[src/rtl/div_ctrl_pkg.sv]
// -----------------------------------------------------------------------------
// div_ctrl_pkg
// Shared definitions for the multi-cycle divide controller and its users:
// operand/counter widths, the controller state encodings, the EX-stage
// operation selectors that request a divide, and small sign helpers.
// No ports (package).
// -----------------------------------------------------------------------------
package div_ctrl_pkg;

    localparam int WIDTH = 32;
    localparam int CNT_W = 5;

    // Controller states, fixed 2-bit encodings so other blocks can decode them
    typedef enum logic [1:0] {
        DIV_IDLE = 2'b00,
        DIV_BUSY = 2'b01,
        DIV_ZERO = 2'b10,
        DIV_DONE = 2'b11
    } divState_t;

    // EX-stage ALU operation selectors that route an instruction to the divider
    localparam logic [7:0] EXE_DIV_OP  = 8'b0001_1010;
    localparam logic [7:0] EXE_DIVU_OP = 8'b0001_1011;
    localparam logic [7:0] EXE_NOP_OP  = 8'b0000_0000;

    // Absolute value of an operand, only when it is treated as signed
    function automatic logic [WIDTH-1:0] magnitude(input logic [WIDTH-1:0] value,
                                                   input logic isSigned);
        return (isSigned && value[WIDTH-1]) ? ((~value) + WIDTH'(1)) : value;
    endfunction

    // Two's-complement negation applied on demand
    function automatic logic [WIDTH-1:0] negateIf(input logic [WIDTH-1:0] value,
                                                  input logic doNegate);
        return doNegate ? ((~value) + WIDTH'(1)) : value;
    endfunction

endpackage

[src/rtl/div_ctrl_if.sv]
// -----------------------------------------------------------------------------
// div_ctrl_if
// Handshake bundle between the EX stage (master) and the divide controller
// (slave).
//   start      : divide requested by the instruction in EX
//   signedDiv  : 1 = DIV (signed), 0 = DIVU
//   annul      : flush/exception, cancels any divide in flight
//   opdata1    : dividend
//   opdata2    : divisor
//   stall      : pipeline stall request from the divider
//   valid      : one-cycle pulse, result is final
//   result     : {remainder (HI), quotient (LO)}
// -----------------------------------------------------------------------------
interface div_ctrl_if;
    import div_ctrl_pkg::*;

    logic                 start;
    logic                 signedDiv;
    logic                 annul;
    logic [WIDTH-1:0]     opdata1;
    logic [WIDTH-1:0]     opdata2;
    logic                 stall;
    logic                 valid;
    logic [2*WIDTH-1:0]   result;

    modport master (
        output start, signedDiv, annul, opdata1, opdata2,
        input  stall, valid, result
    );

    modport slave (
        input  start, signedDiv, annul, opdata1, opdata2,
        output stall, valid, result
    );

endinterface

[src/rtl/div_step.sv]
// -----------------------------------------------------------------------------
// div_step
// One combinational restoring-division iteration.
//   i_rem    : partial remainder (always below the divisor magnitude)
//   i_quo    : dividend bits still to consume, quotient bits collected so far
//   i_divMag : divisor magnitude
//   o_rem    : next partial remainder
//   o_quo    : next quotient/dividend shift register
// -----------------------------------------------------------------------------
module div_step
    import div_ctrl_pkg::*;
(
    input  logic [WIDTH-1:0] i_rem,
    input  logic [WIDTH-1:0] i_quo,
    input  logic [WIDTH-1:0] i_divMag,
    output logic [WIDTH-1:0] o_rem,
    output logic [WIDTH-1:0] o_quo
);

    logic [WIDTH+1:0] w_partial;
    logic [WIDTH+1:0] w_trial;
    logic             w_trialNeg;
    logic             w_unusedTrialBit;

    // The shifted-in partial remainder can reach 2*divisor-1, which needs
    // WIDTH+1 bits once the divisor exceeds 2^(WIDTH-1); one more bit holds
    // the trial sign so large unsigned divisors are handled correctly.
    assign w_partial  = {1'b0, i_rem, i_quo[WIDTH-1]};
    assign w_trial    = w_partial - {2'b00, i_divMag};
    assign w_trialNeg = w_trial[WIDTH+1];

    // A non-negative trial always fits in WIDTH bits (it is below the divisor);
    // a negative trial restores the shifted value, which then also fits.
    assign o_rem = w_trialNeg ? w_partial[WIDTH-1:0] : w_trial[WIDTH-1:0];
    assign o_quo = {i_quo[WIDTH-2:0], ~w_trialNeg};

    assign w_unusedTrialBit = w_trial[WIDTH];

endmodule

[src/rtl/div_ctrl.sv]
// -----------------------------------------------------------------------------
// div_ctrl
// Multi-cycle radix-2 restoring divide controller for DIV/DIVU in EX.
// Runs 32 iterations on operand magnitudes, fixes signs at the end, and
// holds the pipeline stall while the divide is in flight.
//   clk   : rising-edge clock
//   rst_n : asynchronous active-low reset
//   bus   : div_ctrl_if.slave handshake (start/signedDiv/annul/opdata1/
//           opdata2 in; stall/valid/result out)
// -----------------------------------------------------------------------------
module div_ctrl
    import div_ctrl_pkg::*;
(
    input  logic      clk,
    input  logic      rst_n,
    div_ctrl_if.slave bus
);

    divState_t          r_state;
    logic [CNT_W-1:0]   r_cnt;
    logic [WIDTH-1:0]   r_rem;
    logic [WIDTH-1:0]   r_quo;
    logic [WIDTH-1:0]   r_divMag;
    logic               r_negQuo;
    logic               r_negRem;
    logic               r_valid;
    logic [2*WIDTH-1:0] r_result;

    logic               w_accept;
    logic [WIDTH-1:0]   w_stepRem;
    logic [WIDTH-1:0]   w_stepQuo;

    div_step u_step (
        .i_rem    (r_rem),
        .i_quo    (r_quo),
        .i_divMag (r_divMag),
        .o_rem    (w_stepRem),
        .o_quo    (w_stepQuo)
    );

    // A request is taken only from IDLE and only when not being flushed.
    assign w_accept = (r_state == DIV_IDLE) && bus.start && !bus.annul;

    // Stall must rise in the same cycle the request appears, so the IDLE term
    // is combinational; the busy terms come straight from the state register.
    // DONE does not stall, letting the pipeline advance in the valid cycle.
    assign bus.stall  = w_accept || (r_state == DIV_BUSY) || (r_state == DIV_ZERO);
    assign bus.valid  = r_valid;
    assign bus.result = r_result;

    // Main controller: FSM, iteration counter, sign capture and the final
    // result register. The result and valid pulse are loaded on the edge that
    // enters DONE/ZERO so they are already final during that state's cycle.
    // Annul wins over everything and returns to IDLE without touching result.
    always_ff @(posedge clk or negedge rst_n) begin
        if (!rst_n) begin
            r_state  <= DIV_IDLE;
            r_cnt    <= '0;
            r_rem    <= '0;
            r_quo    <= '0;
            r_divMag <= '0;
            r_negQuo <= 1'b0;
            r_negRem <= 1'b0;
            r_valid  <= 1'b0;
            r_result <= '0;
        end else begin
            r_valid <= 1'b0;
            if (bus.annul) begin
                r_state <= DIV_IDLE;
            end else begin
                case (r_state)
                    DIV_IDLE: begin
                        if (bus.start) begin
                            if (bus.opdata2 == '0) begin
                                r_state  <= DIV_ZERO;
                                r_result <= {bus.opdata1, {WIDTH{1'b1}}};
                                r_valid  <= 1'b1;
                            end else begin
                                r_state  <= DIV_BUSY;
                                r_cnt    <= '0;
                                r_rem    <= '0;
                                r_quo    <= magnitude(bus.opdata1, bus.signedDiv);
                                r_divMag <= magnitude(bus.opdata2, bus.signedDiv);
                                r_negQuo <= bus.signedDiv &&
                                            (bus.opdata1[WIDTH-1] != bus.opdata2[WIDTH-1]);
                                r_negRem <= bus.signedDiv && bus.opdata1[WIDTH-1];
                            end
                        end
                    end
                    DIV_BUSY: begin
                        r_rem <= w_stepRem;
                        r_quo <= w_stepQuo;
                        r_cnt <= r_cnt + CNT_W'(1);
                        if (r_cnt == CNT_W'(WIDTH-1)) begin
                            r_state  <= DIV_DONE;
                            r_result <= {negateIf(w_stepRem, r_negRem),
                                         negateIf(w_stepQuo, r_negQuo)};
                            r_valid  <= 1'b1;
                        end
                    end
                    DIV_ZERO: r_state <= DIV_IDLE;
                    DIV_DONE: r_state <= DIV_IDLE;
                    default:  r_state <= DIV_IDLE;
                endcase
            end
        end
    end

endmodule

[src/flat_wrapper.sv]
// flat-port wrapper written by rule: the top's interface ports become plain ports
module div_ctrl_flat import div_ctrl_pkg::*;
  (clk, rst_n, bus_start, bus_signedDiv, bus_annul, bus_opdata1, bus_opdata2, bus_stall, bus_valid, bus_result);
  div_ctrl_if bus_i ();
  input  logic clk;
  input  logic rst_n;
  input wire logic [$bits(bus_i.start)-1:0] bus_start;
  input wire logic [$bits(bus_i.signedDiv)-1:0] bus_signedDiv;
  input wire logic [$bits(bus_i.annul)-1:0] bus_annul;
  input wire logic [$bits(bus_i.opdata1)-1:0] bus_opdata1;
  input wire logic [$bits(bus_i.opdata2)-1:0] bus_opdata2;
  output wire logic [$bits(bus_i.stall)-1:0] bus_stall;
  output wire logic [$bits(bus_i.valid)-1:0] bus_valid;
  output wire logic [$bits(bus_i.result)-1:0] bus_result;
  assign bus_i.start = bus_start;
  assign bus_i.signedDiv = bus_signedDiv;
  assign bus_i.annul = bus_annul;
  assign bus_i.opdata1 = bus_opdata1;
  assign bus_i.opdata2 = bus_opdata2;
  assign bus_stall = bus_i.stall;
  assign bus_valid = bus_i.valid;
  assign bus_result = bus_i.result;
  div_ctrl u_core (.clk(clk), .rst_n(rst_n), .bus(bus_i));
endmodule
[config.mk]
export PLATFORM = sky130hd
export DESIGN_NAME = div_ctrl_flat
export DESIGN_NICKNAME = d
export VERILOG_FILES = /design/src/rtl/div_ctrl_pkg.sv /design/src/rtl/div_ctrl_if.sv /design/src/rtl/div_step.sv /design/src/rtl/div_ctrl.sv /design/src/flat_wrapper.sv
export SDC_FILE = /design/constraint.sdc
export NUM_CORES = 1
export LEC_CHECK = 0
export CORE_MARGIN = 2
export CORE_UTILIZATION = 52
export DETAILED_ROUTE_END_ITERATION = 7
export PLACE_DENSITY = 0.77
export SYNTH_ARGS = -nofsm -noshare
export SYNTH_HDL_FRONTEND = slang
export SYNTH_HIERARCHICAL = 1
export SYNTH_SLANG_ARGS = --single-unit
[constraint.sdc]
create_clock -name clk -period 3.9 [get_ports clk]
set_input_delay 1.17 -clock clk [delete_from_list [all_inputs] [get_ports clk]]
set_output_delay 1.17 -clock clk [all_outputs]
set_load 0.1 [all_outputs]
# Yosys cells after proc, flatten, opt, wreduce, memory -nomap -nowiden
# Index checks and enable logic that the tools add are counted.
# Widths: inputs -> output; s select.
# totals
mem_count,0
romBits,0
reg_bits,170
output_inout_bits,66
input_bits,69
word_cells,77
latchBits,0
ram_bits,0
# classes
n_mux,28
eq_ne,11
shift,0
div_mod_pow,0
reduce_logical,16
multipliers,0
n_bitwise,7
n_lt_le_gt_ge,0
add_sub_neg,6
# op_table
operator,count
$mux 32,9
$mux 64,3
$add 32x1->32 const B,4
$not 32->32,4
$pmux 32 s2,2
$pmux 64 s2,1
$sub 33x32->34,1
$logic_not 32->1,1
$mux 5,2
$pmux 5 s2,1
$mux 2,4
$ne 2x2->1 const B,4
$reduce_and 4->1,2
$ne 3x3->1 const B,2
$pmux 2 s3,1
$add 5x1->5 const B,1
$eq 5x5->1 const B,1
$logic_and 1x1->1,5
$reduce_and 5->1,1
$eq 2x2->1 const B,2
$mux 1,4
$not 1->1,3
$eq 2x1->1 const B,1
$logic_not 2->1,1
other kinds (7),8

# Depth between registers and ports, before layout
# logic_depth
ltp_word,7
depth_mapped,19
ltp_nobuf,17

# By module
# The synthesis kept the hierarchy.
# modules_own_cells
mod,instances,cells_each,area_each_um2,seq_area_each_um2
div_ctrl,1,1106,9639.2,4254.1
div_step,1,404,2661.3,0.0

# Worst setup path after synthesis
# OpenSTA, ideal clock, no wires.
# synth_path
path_type,reg2reg
startpoint,reg u_core.r_quo[31]
endpoint,reg u_core.r_result[63] (netlist: u_core/bus.result[63])
arrival_ns,3.888
path_slack_ns,-0.071
n_path_buf,0
path_stages_with_launch,18
setup_ns,0.083
period_less_slack_ns,3.971
cell_sequence,dfrtp_1 -> inv_1 -> ha_1 -> inv_1 -> fa_1 -> a21o_1 -> a31oi_4 -> o21bai_1 -> and3_1 -> o41ai_2 -> xor2_1 -> o21ai_1 -> or4_1 -> or4_1 -> o41ai_1 -> xnor2_1 -> nor2_1 -> o21ai_0
# synth_between
elab_chain_cells,7
# synth_rtl
item,line_no,source
from (decl),div_ctrl.sv:22,logic [WIDTH-1:0] r_quo;
from (signal assigned),div_ctrl.sv:82,"r_quo <= magnitude(bus.opdata1, bus.signedDiv);"
from (signal assigned),div_ctrl.sv:92,r_quo <= w_stepQuo;
$sub 33x32->34,div_step.sv:29,"assign w_trial = w_partial - {2'b00, i_divMag};"
$mux 32,div_step.sv:34,assign o_rem = w_trialNeg ? w_partial[WIDTH-1:0] : w_trial[WIDTH-1:0];
net u_core.w_stepRem[28],div_ctrl.sv:30,logic [WIDTH-1:0] w_stepRem;
$not 32->32,div_ctrl_pkg.sv:35,return doNegate ? ((~value) + WIDTH'(1)) : value;
$add 32x1->32,div_ctrl_pkg.sv:35,
$mux 32,div_ctrl_pkg.sv:35,
$mux 64,div_ctrl.sv:94,if (r_cnt == CNT_W'(WIDTH-1)) begin
$pmux 64 s2,div_ctrl.sv:71,case (r_state)
to (signal assigned),div_ctrl.sv:76,"r_result <= {bus.opdata1, {WIDTH{1'b1}}};"
to (signal assigned),div_ctrl.sv:96,"r_result <= {negateIf(w_stepRem, r_negRem),"
to (decl),div_ctrl.sv:27,logic [2*WIDTH-1:0] r_result;
# The timed path passes the listed nets, and every way through them passes these cells. The select of a mux whose other input is x is not followed.
# A chain may end at the register's enable or synchronous reset.

# Worst setup path after layout
# layout_path
startpoint,reg u_core.r_rem[16]
endpoint,reg u_core.r_result[57] (netlist: u_core/bus.result[57])
# layout_between
elab_chain_cells,7
# layout_rtl
item,line_no,source
from (decl),div_ctrl.sv:21,logic [WIDTH-1:0] r_rem;
from (signal assigned),div_ctrl.sv:91,r_rem <= w_stepRem;
$sub 33x32->34,div_step.sv:29,
$mux 32,div_step.sv:34,
net u_core.w_stepRem[22],div_ctrl.sv:30,
$not 32->32,div_ctrl_pkg.sv:35,
$add 32x1->32,div_ctrl_pkg.sv:35,
$mux 32,div_ctrl_pkg.sv:35,
$mux 64,div_ctrl.sv:94,
$pmux 64 s2,div_ctrl.sv:71,
# The timed path passes the listed nets, and every way through them passes these cells. The select of a mux whose other input is x is not followed.

==> impl_results.md <==
* Maxcap violations at 0
* Routability cong. at ~0.96
* Power Dens Cells at ~850 mW/mm2
* Yosys cell types at 85
* Most frequent cells in the layout: 292 x buf_4, 239 x nand2_1, 160 x dfrtp_1
* Num CTS Buffers at 17
* Port bufs at approximately 130
* Class of the worst hold path: reg -> reg
* Post-Synth XOR/XNOR Area at 0.09612
* Mapped Cells at approximately 1500
* Final Slew Violations at 0
* Post-synthesis sequential element count at between 150 and 200
* Die Ht at 157.8 um
* Final setup violating endpoints at 4
* Fillers at 1780
* DIE AREA at approximately 0.025 mm2
* Total number of vias at 12800
* Grt total ovfl at 0
* Via/cell ratio at about 6.0
* Post-synth EDFFs at 0
* Required @ worst endpoint at 4200 ps
* Seq pwr share at 0.172
* First-pass GRT wire length at around 63 mm
* Fin nets at 1923
* Clock latency on the worst-skew pair at 440 ps
* Seq/Total Area, Yosys at 0.3458
* Cell row count at 56
* Worst setup EP type: flop
* Post-synthesis simple-gate area fraction at 0.1958
* Post-DP Area at 0.01519 mm2
* Largest family of logic cells by synthesized area: compound AO/OA/AOI/OAI gates
* ANT nets after route at 0
* Status: finished, violations left
* Final hold violation count at 0
* Number of diodes at 0
* Synthesized Nets at about 1600
* Overall Power at between 10 and 15 mW
* Final Core Density at 0.7152
* Clock Power Share at 0.128
* DRT Pass-1 Iters at 5
* Layout cells sized above 1 at 0.2670
* Mux share of post-synthesis cell area at 0.01861
* Drt drc at 0
* Fin area at between 0.015 and 0.02 mm2
* Period utilisation layout at 1.031
* Post-Synth Adder-Cell Area at 0.04028
* Worst-margin pin slew at about 1200 ps
* Most used flip-flop cell after synthesis: dfrtp_1
* Clock-pin slew on the worst setup and hold paths at roughly 70 ps
* Initial Utilization at 0.5272
* NetSw at between 6 and 7 mW
* Combinational power share at 0.700
* Switching Share at 0.4554
* Maximum clock rate at between 200 and 250 MHz
* Critical path arrival at 4320 ps
* Initial drt markers at about 1200
* Post-synthesis cell area at 0.01230 mm2
* Area delta synth->final at 35.66%
* Pint at between 7 and 8 mW
* Worst vdd ir at a little over 0.5 mV
* Core area at approximately 0.023 mm2
* Crit Path Max Fanout at 6
* Max_slew headroom at 0.1955
* Vias in the first global route at ~12000
* Final WS setup at -122.7 ps
* Final WL at approximately 42 mm
* Root Buffer: clkbuf_16
* CTS tree: yes
* Startpoint class of the critical path: flop
* DP HPWL at 30.68 mm
* Largest net degree at the start of global routing at 63
* CTS sink count at between 150 and 200
* Syn Area/Cell at 8.146 um2
* H-tree depth at 4
* Clk_skew at 15.60 ps
* Failing checks: setup timing
* Die Wd at ~160 um
* RSZ-0062 raised after global routing: yes
* Commonest non-fill, non-tap cell in the layout: buf_4
* Hold WS at between 400 and 500 ps
* Synth Area in Compound Gates at 0.2333
* Synth async-reset ratio at 1.000
* Wire length per cell at around 19 um
* GRT Total Usage at 0.3256
* Critical path class: reg -> reg
* Yosys warning total at 6
* CTS max path bufs at 2
* Setup TNS at -347.0 ps
* I/O pin count at approximately 140
* Initial antenna violation count at 1
* Pleak at 7.441 nW
* Tmin final at between 4000 and 5000 ps
-- state kept, by name, indices dropped and copies added (netlist names) --
signal,cells
u_core/bus.result,64
u_core/r_divMag,32
u_core/r_quo,32
u_core/r_rem,32
u_core/r_cnt,5
u_core/r_state,2
u_core/bus.valid,1
u_core/r_negQuo,1
u_core/r_negRem,1
-- stage by stage --
step           cells  worst slack (ps)
5_1_grt         2147            -241.7
4_1_cts         2128            -120.7
3_5_place_dp    2087            -182.4
2_1_floorplan   1510            -17.07
6_report        2147            -122.7
3_3_place_gp    2087            -115.0
-- Yosys cell counts (all sizes together), types with 5 or more instances --
library cell | n | area [um2]
a31oi | 24 | 171.4
o221ai | 6 | 52.55
nor2 | 120 | 452.9
nand4 | 10 | 62.56
clkbuf | 44 | 165.2
a21o | 20 | 152.7
nand2b | 9 | 56.30
xnor2 | 65 | 569.3
o211ai | 15 | 112.6
a211oi | 11 | 92.58
xor2 | 70 | 613.1
nor4 | 17 | 112.6
nor3b | 5 | 37.54
nor3 | 23 | 136.4
inv | 60 | 225.2
o21ai | 175 | 894.6
o31ai | 40 | 314.0
nand3 | 30 | 150.1
nor2b | 7 | 43.79
and2 | 8 | 50.05
dfrtp | 170 | 4254
and3 | 8 | 50.05
or2 | 10 | 62.56
or4 | 10 | 78.82
nand2 | 244 | 915.9
o22a | 8 | 70.07
buf | 65 | 470.5
o41ai | 18 | 165.2
o21a | 5 | 38.79
or3 | 12 | 75.07
ha | 38 | 475.5
mux2i | 18 | 180.2
a21oi | 90 | 476.7
-- worst max-delay path: stages (launching register included) --
cell and delay, ps:
dfrtp_2 470, ha_1 260, a211oi_4 240, o211ai_1 130
a21oi_2 230, o22ai_2 160, nor3_4 290, inv_2 150
buf_12 170, buf_6 120, mux2_4 320, or3_1 430
buf_4 190, o41ai_1 450, xor2_1 180, o211ai_1 90
-- logic make-up after synthesis --
| kind of cell | count (synthesis) |
|---|---|
| AOI/OAI and AO/OA | 449 |
| xor gates and xnor gates | 135 |
| adders and majority gates | 39 |
| buffers and inverters | 169 |
| DFF | 170 |
| muxes | 22 |
| and+or+nand+nor | 526 |
-- metal layers --
layer	vias up	GRT usage	routed length, um
met5	-	0	0
met4	0	0.1632	2199
met3	163	0.04544	3340
met2	706	0.5400	19420
met1	5994	0.4163	16780
li1	5933	-	-
-- final cells by class --
cell class | count | area, um2 | area share
Multi-Input combinational cell | 1171 | 7802 | 0.4676
Sequential cell | 170 | 4267 | 0.2557
Timing Repair Buffer | 395 | 3364 | 0.2016
Clock buffer | 17 | 425.4 | 0.02549
Tap cell | 319 | 399.1 | 0.02392
Inverter | 60 | 225.2 | 0.01350
Clock inverter | 15 | 203.9 | 0.01222
-- power by group through the flow --
stage / Sequential, mW / Combinational, mW / Clock [mW]
finish: 2.43 / 9.89 / 1.80
CTS: 2.38 / 8.32 / 1.82
global placement: 2.38 / 7.77 / 0
global route: 2.47 / 10.5 / 1.89
detailed placement: 2.39 / 7.91 / 0
floorplan: 2.21 / 4.41 / 0
-- what timing repair did --
action / in CTS / in global routing
gates cloned: 0 / 2
endpoints found under the setup margin: 18 / 43
pin swaps: 10 / 53
hold buffers: 0 / 0
hold endpoints to repair: 0 / 0
buffers inserted: 9 / 21
gates resized for setup: 21 / 112
-- worst paths after layout --
path / endpoint / start / cells after the start / slack, ps
worst min-delay path: u_core/r_divMag[31]$_DFFE_PN0P_ / u_core/r_divMag[31]$_DFFE_PN0P_ / 2 / 480
max in group asynchronous: u_core/r_divMag[31]$_DFFE_PN0P_ / rst_n / 2 / 2420
worst max register to register: u_core/bus.result[57]$_DFFE_PN0P_ / u_core/r_rem[16]$_DFFE_PN0P_ / 15 / -120
min in group asynchronous: u_core/bus.result[37]$_DFFE_PN0P_ / rst_n / 1 / 710
worst min register to register: u_core/r_divMag[31]$_DFFE_PN0P_ / u_core/r_divMag[31]$_DFFE_PN0P_ / 2 / 480
worst max-delay path: u_core/bus.result[57]$_DFFE_PN0P_ / u_core/r_rem[16]$_DFFE_PN0P_ / 15 / -120
(Power assumes the default switching activity.)
